===== src/rtl/display_rr_scheduler.sv =====
// Round-robin scheduler sharing one 4-digit select/decode path among four sources.
// Each grant lasts up to DWELL cycles and is always followed by a one-cycle blank gap.
module display_rr_scheduler #(
  parameter int unsigned DWELL = 4
) (
  input  logic       clk,
  input  logic       rst_n,
  input  logic       en,
  input  logic [3:0] req,
  output logic [1:0] sel,
  output logic [3:0] gnt,
  output logic [3:0] an,
  output logic       busy,
  output logic       done
);

  localparam int unsigned CntW = (DWELL > 1) ? $clog2(DWELL) : 1;
  localparam logic [CntW-1:0] CntLoad = CntW'(DWELL - 1);

  localparam logic [1:0] StIdle  = 2'd0;
  localparam logic [1:0] StGrant = 2'd1;
  localparam logic [1:0] StGap   = 2'd2;

  logic [1:0]      state_q, state_d;
  logic [CntW-1:0] cnt_q, cnt_d;
  logic [1:0]      sel_q, sel_d;
  logic [1:0]      last_q, last_d;
  logic [3:0]      gnt_q, gnt_d;
  logic            done_q, done_d;

  logic            win_valid;
  logic [1:0]      win_idx;

  // Search starts one past the previous winner, wrapping mod 4.
  always_comb begin
    logic [1:0] cand;
    win_valid = 1'b0;
    win_idx   = 2'd0;
    cand      = 2'd0;
    for (int unsigned i = 1; i <= 4; i++) begin
      cand = last_q + 2'(i);
      if (!win_valid && req[cand]) begin
        win_valid = 1'b1;
        win_idx   = cand;
      end
    end
  end

  always_comb begin
    state_d = state_q;
    cnt_d   = cnt_q;
    sel_d   = sel_q;
    last_d  = last_q;
    gnt_d   = gnt_q;
    done_d  = 1'b0;
    case (state_q)
      StGrant: begin
        if (!en) begin
          state_d = StIdle;
          gnt_d   = 4'b0000;
          done_d  = 1'b1;
        end else if (!req[sel_q] || (cnt_q == '0)) begin
          state_d = StGap;
          gnt_d   = 4'b0000;
          done_d  = 1'b1;
        end else begin
          cnt_d = cnt_q - 1'b1;
        end
      end
      default: begin
        // Idle and gap both arbitrate; sel holds its last value when nothing wins.
        if (en && win_valid) begin
          state_d = StGrant;
          sel_d   = win_idx;
          last_d  = win_idx;
          gnt_d   = 4'b0001 << win_idx;
          cnt_d   = CntLoad;
        end else begin
          state_d = StIdle;
          gnt_d   = 4'b0000;
        end
      end
    endcase
  end

  always_ff @(posedge clk or negedge rst_n) begin
    if (!rst_n) begin
      state_q <= StIdle;
      cnt_q   <= '0;
      sel_q   <= 2'd0;
      last_q  <= 2'd3;
      gnt_q   <= 4'b0000;
      done_q  <= 1'b0;
    end else begin
      state_q <= state_d;
      cnt_q   <= cnt_d;
      sel_q   <= sel_d;
      last_q  <= last_d;
      gnt_q   <= gnt_d;
      done_q  <= done_d;
    end
  end

  assign sel  = sel_q;
  assign gnt  = gnt_q;
  assign an   = ~gnt_q;
  assign busy = (state_q != StIdle);
  assign done = done_q;

endmodule


===== config.mk =====
export PLATFORM = sky130hd
export DESIGN_NAME = display_rr_scheduler
export DESIGN_NICKNAME = d
export VERILOG_FILES = /design/src/rtl/display_rr_scheduler.sv
export SDC_FILE = /design/constraint.sdc
export NUM_CORES = 1
export LEC_CHECK = 0
export ABC_AREA = 1
export ABC_CLOCK_PERIOD_IN_PS = 1600
export BUFFER_PORTS_ARGS = -buffer_cell sky130_fd_sc_hd__buf_4
export CAP_MARGIN = 5
export CORE_MARGIN = 2
export CORE_UTILIZATION = 25
export DETAILED_ROUTE_END_ITERATION = 7
export GPL_ROUTABILITY_DRIVEN = 0
export GPL_TIMING_DRIVEN = 0
export PLACE_DENSITY = 0.52
export SLEW_MARGIN = 15
export SYNTH_ARGS = -nofsm -noshare
export SYNTH_HDL_FRONTEND = slang
export SYNTH_SLANG_ARGS = --single-unit

===== constraint.sdc =====
create_clock -name clk -period 1.6 [get_ports clk]
set_clock_uncertainty 0.05 [all_clocks]
set_input_delay 0.32 -clock clk [delete_from_list [all_inputs] [get_ports clk]]
set_output_delay 0.32 -clock clk [all_outputs]
set_load 0.1 [all_outputs]

# Yosys cells after proc, flatten, opt, wreduce, memory -nomap -nowiden
# Index checks and enable logic that the tools add are counted.
# classes
n_addsub	4
n_lt_le_gt_ge	5
eq_ne	4
shift	1
muxes	33
bitwise_logic	2
n_reduce_logical	14
# op_table
operator	count
$mux W2	11
$mux W4	4
$lt A2 B3 Y1 const B	5
$mux W1	13
$bmux W1 S2	5
$add A2 B2 Y2 const B	2
$logic_and A1 B1 Y1	4
$logic_not A1 Y1	4
$ne A2 B2 Y1 const B	2
$not A4 Y4	1
$reduce_bool A2 Y1	2
$shl A1 B2 Y4 const A	1
$ne A3 B3 Y1 const B	1
$reduce_and A3 Y1	1
$add A2 B1 Y2 const B	1
$eq A2 B1 Y1 const B	1
$logic_not A2 Y1	1
$reduce_and A2 Y1	1
$sub A2 B1 Y2 const B	1
$logic_or A1 B1 Y1	1
$not A1 Y1	1
# totals
register_bits	13
out_inout_bits	12
elab_cells	69

# Depth between registers and ports, before layout
# Gate-level depths: netlist of the first run.
# logic_depth
depth_word	16
mapped_depth	12
mapped_depth_nobuf	12

# Least setup slack after synthesis of the first run
# Ideal clock, no wire load.
# synth_timing
path_kind	flip-flop to flip-flop
start	register gnt[2] (netlist name)
end	register gnt_q[2], in the netlist gnt[2]
setup_time_ns	0.075
arrival_time_ns	1.890
t_required_ns	1.475
path_slack_ns	-0.415
stages_incl_launch_ff	4
cell_sequence	dfrtp_1 > inv_1 > nor2_1 > o21bai_2
# synth_lines
item	line_no	text
to (signal assigned)	99	gnt_q <= gnt_d;
to (decl)	28	logic [3:0] gnt_q, gnt_d;

# Final worst setup path of the first run
# layout_timing
start	register last_q[1]
end	register cnt_q[0]
# layout_between
elab_chain_len	16
word_cells_on_any_way	24
classes_between	3 x add/sub; 12 x mux; 9 x reduce/logical
# layout_rtl
item	line_no	text
from (decl)	27	logic [1:0] last_q, last_d;
from (signal assigned)	98	last_q <= last_d;
$add A2 B1 Y2	41	cand = last_q + 2'(i);
$bmux W1 S2	42	if (!win_valid && req[cand]) begin
$mux W1 (implied by the code)	42	
$mux W1	42	
$logic_not A1 Y1	42	
$logic_and A1 B1 Y1	42	
$mux W1	42	
$logic_not A1 Y1	42	
$logic_and A1 B1 Y1	42	
$mux W1	42	
$logic_not A1 Y1	42	
$logic_and A1 B1 Y1	42	
$mux W1 *	42	
$logic_and A1 B1 Y1 *	72	if (en && win_valid) begin
$reduce_bool A2 Y1 (no line) *	n/a	
$reduce_and A3 Y1 (no line) *	n/a	
to (signal assigned)	96	cnt_q <= cnt_d;
to (decl)	25	logic [CntW-1:0] cnt_q, cnt_d;
# Every way passes the cells marked *; elsewhere a longest branch is shown, timed or not. The select of a mux whose other input is x is not followed.
# A chain may end at the register's enable or synchronous reset.

==> results.json, run 1 <==
{
  "status": "complete, but fails checks",
  "violations": "setup timing",
  "drt_iter0_markers": 63,
  "whs_path_depth": 3,
  "diodes": 0,
  "maxCapViolCount": 0,
  "die_area_mm2": 0.00435,
  "synth.yosys.seq_area_share_pct": 34.2,
  "path_cells": "inv_4, nand2_2, nand2_2, nand2_4, nand2_4, nor2_4, nand2_2, nand2_4, nand2_4, nor2_4, nor2_1",
  "vias": 952,
  "fin_setup_tns_ns": -0.353,
  "min_period_ns": 1.68,
  "synth_top_area_cell": "dfrtp_1",
  "max_freq_mhz": 594,
  "h-tree-depth": 1,
  "vias_per_cell": 4.37,
  "layout_setup_ws_ns": -0.0821,
  "synth_async_sr_flop_share_pct": 100,
  "num-fill-cells": 414,
  "hold_viol": 0,
  "finalSetupViolCount": 9,
  "clock_latency_ns": 0.24,
  "first_pass_iters": 4,
  "cp_slowest_cell": "dfstp_2",
  "drv_slew": 0,
  "place_hpwl_um": 1740,
  "numCtsBuffers": 3,
  "synthesis.nets": 147,
  "tightest_slew_ns": 0.417,
  "worstPathArrival_ns": 1.76,
  "final_layout_size_suffix_gt1_share_pct": 54.7,
  "chipWidth_um": 66.0,
  "syn-instance-count": 139,
  "antenna_found_initial": 0,
  "layout.nets": 179,
  "die_height_um": 66.0,
  "drc": 0,
  "multiInputGateArea_um2": 647,
  "whs_ns": 0.311,
  "numPortBuffers": 18,
  "yosys_register_bits": 13,
  "io_pins": 19,
  "ant_nets": 0,
  "r2r_cells": 11,
  "row_count": 22,
  "grt_max_degree": 14,
  "clkSinkCount": 13,
  "grt_overflow_total": 0,
  "cp-end-kind": "register",
  "core_mm2": 0.00369,
  "cts_tree": "done",
  "synth_most_common_cell": "nand2_1",
  "synth_area_leaders": "dfrtp_1 29%, nand2_1 19%, nand2_2 9.1%, nand2_4 7.0%, inv_1 6.6%",
  "fin_cells": 218,
  "worstPathRequired_ns": 1.68,
  "slew-limit-headroom_pct": 72.1,
  "synth_edf_count": 0,
  "post-place-cells": 205,
  "path_max_fanout": 6,
  "wl_per_cell_um": 11.4,
  "synthTopCellsByCount": "49 x nand2_1, 17 x inv_1, 14 x nand2_2",
  "netlist_area_um2": 960,
  "grt_pass1_wl_um": 4220,
  "syn-mean-instance-area_um2": 6.90,
  "finalWirelength_um": 2500,
  "ys.flop_type": "dfrtp_1",
  "cp_slowest_stage_delay_ns": 0.62,
  "area_delta_synth_final_pct": 47.2,
  "start_util_pct": 26.0,
  "yosysWarnings": 0,
  "cts_buffer_depth": 2,
  "grt_usage_pct": 12.3,
  "yosysTopAreaCellShare_pct": 28.7,
  "critPathMostFrequentCell": "nand2_4",
  "hold_class": "input pin to register",
  "period_share_pct": 105,
  "synth_cell_types": 20,
  "cts_root_buf": "clkbuf_8",
  "rsz0062_at_grt": "yes",
  "cp-start-kind": "register",
  "path_class": "register to register",
  "seqCellArea_um2": 345,
  "clk_pin_slew_ns": 0.05,
  "grt_pass1_vias": 984
}
## placed cells by master (no fill, tap or decap), drive strengths merged
cell         count
dlygate4sd3      1
or2              1
o21bai           1
clkinvlp         4
nand3           12
nand2           69
dfstp            2
o21a             2
o21ai            4
dfrtp           11
inv             17
buf             27
ha               1
a21oi            2
nor2            12
clkbuf           4
## what timing repair did
item / in CTS / in global routing
hold buffers: 1 / 0
gates cloned: 1 / 0
setup endpoints to repair: 10 / 11
pin swaps: 7 / 11
setup buffers: 4 / 3
resized for setup: 9 / 22
hold endpoints to repair: 11 / 0
## critical path: cells and delay by family (launching register included)
family | cells | cell delay, ns
and+or+nand+nor | 10 | 0.81
DFF | 1 | 0.62
buffers and inverters | 1 | 0.08
## layer usage
| metal | track usage [%] | up-vias | routed length (um) |
|---|---|---|---|
| met3 | 2.73 | 4 | 116 |
| li1 | - | 482 | - |
| met1 | 14.6 | 439 | 1050 |
| met4 | 3.57 | 0 | 30 |
| met2 | 22.2 | 27 | 1300 |
| met5 | 0 | - | 0 |
## through the flow
| stage | setup WS, ns | cell area, um^2 | utilization [%] |
|---|---|---|---|
| floorplan | -0.0335 | 992 | - |
| global placement | -0.0629 | 1190 | 32.2 |
| detailed placement | -0.0883 | 1190 | 32.2 |
| CTS | -0.0566 | 1310 | 35.4 |
| global route | -0.181 | 1410 | 38.3 |
| finish | -0.0821 | 1410 | 38.3 |
## final cells by class
class | count | area share, %
Inverter | 21 | 7.00
Multi-Input combinational cell | 104 | 45.8
Timing Repair Buffer | 27 | 14.5
Buffer | 1 | 0.797
Clock buffer | 4 | 3.19
Tap cell | 48 | 4.25
Sequential cell | 13 | 24.4
## cell families after synthesis
logic type | synth area share, %
AND/OR/NAND/NOR | 49.3
flip-flops | 34.2
AO/OA/AOI/OAI | 6.26
buffers and inverters | 9.00
adder cells (fa/ha/maj) | 1.30
## sequential cells by signal, indices dropped and copies added (netlist names)
signal,cells
gnt,4
cnt_q,2
last_q,2
sel,2
state_q,2
done,1
## path summary, 6_finish.rpt
path | end | startpoint | slack [ns]
setup reg to reg | cnt_q[0]$_DFFE_PN0P_ | last_q[1]$_DFFE_PN1P_ | -0.08
max in group asynchronous | last_q[0]$_DFFE_PN1P_ | rst_n | 0.87
hold / removal | state_q[1]$_DFFE_PN0P_ | en | 0.31
min in group asynchronous | gnt[3]$_DFFE_PN0P_ | rst_n | 0.40
setup / recovery | cnt_q[0]$_DFFE_PN0P_ | last_q[1]$_DFFE_PN1P_ | -0.08
hold reg to reg | cnt_q[1]$_DFFE_PN0P_ | cnt_q[1]$_DFFE_PN0P_ | 0.48
Power of run 1 is not shown: default switching activity piles up to over one toggle a cycle in this logic, so the estimate is an artifact.
==> inputs of run 2 (changes only) <==
Settings changed: ABC_AREA 1 to default, ABC_CLOCK_PERIOD_IN_PS 1600 to 2200, CAP_MARGIN 5 to 0.
Clock period 1.6 ns to 2.2 ns, I/O delays scaled along.
==> run 2 against run 1 <==
Synthesized cell count fell by 58%. The run now ends clean. Critical path type unchanged. Synthesized area fell by 32%. Die area fell by 30%. Largest cell class is now sequential cells. Highest routed layer unchanged.
==> results.json, run 2 <==
{
  "rsz0062_at_grt": "no",
  "synthesis.nets": 66,
  "synth_async_sr_flop_share_pct": 100,
  "hold_class": "input pin to register",
  "yosysWarnings": 0,
  "final_cell_mix": "18 x buf_4, 10 x dfrtp_1, 7 x nor2_1",
  "max_freq_mhz": 572,
  "grt_pass1_vias": 473,
  "synth_cell_types": 25,
  "io_pins": 19,
  "finalSetupViolCount": 0,
  "first_pass_iters": 4,
  "syn-instance-count": 58,
  "multiInputGateArea_um2": 293,
  "netlist_area_um2": 654,
  "cp-start-kind": "register",
  "cts_setup_buffers": 0,
  "clk_pin_slew_ns": 0.07,
  "worstPathRequired_ns": 2.31,
  "maxCapViolCount": 0,
  "yosys_register_bits": 13,
  "layout.nets": 90,
  "fin_setup_tns_ns": 0,
  "drc": 0,
  "final_layout_size_suffix_gt1_share_pct": 34.6,
  "area_delta_synth_final_pct": 32.1,
  "wl_per_cell_um": 12.0,
  "h-tree-depth": 1,
  "yosysTopAreaCellShare_pct": 42.1,
  "finalWirelength_um": 1340,
  "seqCellArea_um2": 329,
  "row_count": 18,
  "core_mm2": 0.00248,
  "synth_edf_count": 0,
  "synth_area_leaders": "dfrtp_1 42%, dfstp_2 8.0%, mux2i_1 6.1%, mux4_1 4.0%, nor2_1 4.0%",
  "r2r_cells": 4,
  "path_class": "register to register",
  "cts_buffer_depth": 2,
  "cts_root_buf": "clkbuf_4",
  "ys.flop_type": "dfrtp_1",
  "min_period_ns": 1.75,
  "die_area_mm2": 0.00304,
  "antenna_found_initial": 0,
  "chipWidth_um": 55.2,
  "grt_overflow_total": 0,
  "hold_viol": 0,
  "whs_path_depth": 2,
  "numPortBuffers": 18,
  "grt_usage_pct": 10.8,
  "largest_reg_flops": 4,
  "drv_slew": 0,
  "cp-end-kind": "register",
  "die_height_um": 55.2,
  "place_hpwl_um": 1020,
  "slew-limit-headroom_pct": 58.5,
  "postCtsResizedCells": 0,
  "synth_top_area_cell": "dfrtp_1",
  "worstPathArrival_ns": 1.85,
  "rrSetupSlack_ns": 0.45,
  "synthTopCellsByCount": "11 x dfrtp_1, 7 x nor2_1, 6 x inv_1",
  "start_util_pct": 26.4,
  "drt_iter0_markers": 20,
  "diodes": 0,
  "tightest_slew_ns": 0.612,
  "synth_most_common_cell": "dfrtp_1",
  "ant_nets": 0,
  "grt_max_degree": 14,
  "syn-mean-instance-area_um2": 11.3,
  "vias_per_cell": 4.59,
  "path_max_fanout": 6,
  "grt_pass1_wl_um": 2260,
  "cts_hold_buffers": 1,
  "numCtsBuffers": 3,
  "layout_commonest_cell": "buf_4",
  "status": "finished, final reports clean",
  "period_share_pct": 79.5,
  "clkSinkCount": 13,
  "clock_latency_ns": 0.26,
  "synth.yosys.seq_area_share_pct": 50.1,
  "cts_tree": "done",
  "num-fill-cells": 265,
  "vias": 509
}
run 2: changes by cell type after synthesis, sizes merged, moves of 4 or more:
| cell | change |
|---|---|
| nand3 | -12 |
| nand2 | -67 |
| o21ai | -4 |
| inv | -15 |
| nor2 | -5 |
| mux2i | +4 |
run 2: metal layers:
layer	track usage, %	wire [um]	vias to the layer above
met3	1.61	96	2
met5	0	0	-
met4	6.10	19	0
met2	17.7	653	23
li1	-	-	251
met1	13.7	566	233
run 2: logic make-up (layout without fill, tap and decap cells):
family	after synthesis	count (layout)	share of synthesized area, %
AO/OA/AOI/OAI	13	13	15.7
multiplexers	5	5	10.1
buffers and inverters	7	30	5.16
AND/OR/NAND/NOR	19	19	17.0
flip-flops	13	13	50.1
adder cells (fa/ha/maj)	1	1	1.91
run 2: metrics by stage:
step                setup slack (ns)  cell area, um^2  std cells  utilization, %  hold slack [ns]
global placement               0.253              828        106            33.4            0.245
global route                   0.315              865        111            34.9            0.356
detailed placement             0.295              828        106            33.4            0.245
finish                         0.450              865        111            34.9            0.357
CTS                            0.441              865        111            34.9            0.348
floorplan                     0.0967              656         58               -           0.0944
run 2: final cells by class:
type,count,share of cell area [%]
clock buffers,4,3.04
inverters,6,2.60
plain buffers,1,1.30
repair buffers,19,16.8
flip-flops and latches,13,38.1
well taps,30,4.34
multi-input cells,38,33.9
run 2: critical path, stage by stage, from the launching register on:
cell and delay (ns):
dfstp_2 0.57, and3b_1 0.18, o32ai_1 0.43, nor2_1 0.18, a22o_1 0.22
run 2: final timing paths:
| check | endpoint | from |
|---|---|---|
| setup / recovery | gnt[2]$_DFFE_PN0P_ | last_q[0]$_DFFE_PN1P_ |
| hold / removal | state_q[1]$_DFFE_PN0P_ | en |
| setup reg to reg | gnt[2]$_DFFE_PN0P_ | last_q[0]$_DFFE_PN1P_ |
| hold reg to reg | cnt_q[0]$_DFFE_PN0P_ | cnt_q[0]$_DFFE_PN0P_ |
| max in group asynchronous | last_q[1]$_DFFE_PN1P_ | rst_n |
| min in group asynchronous | gnt[3]$_DFFE_PN0P_ | rst_n |
Power of run 2 is left out for the same reason.
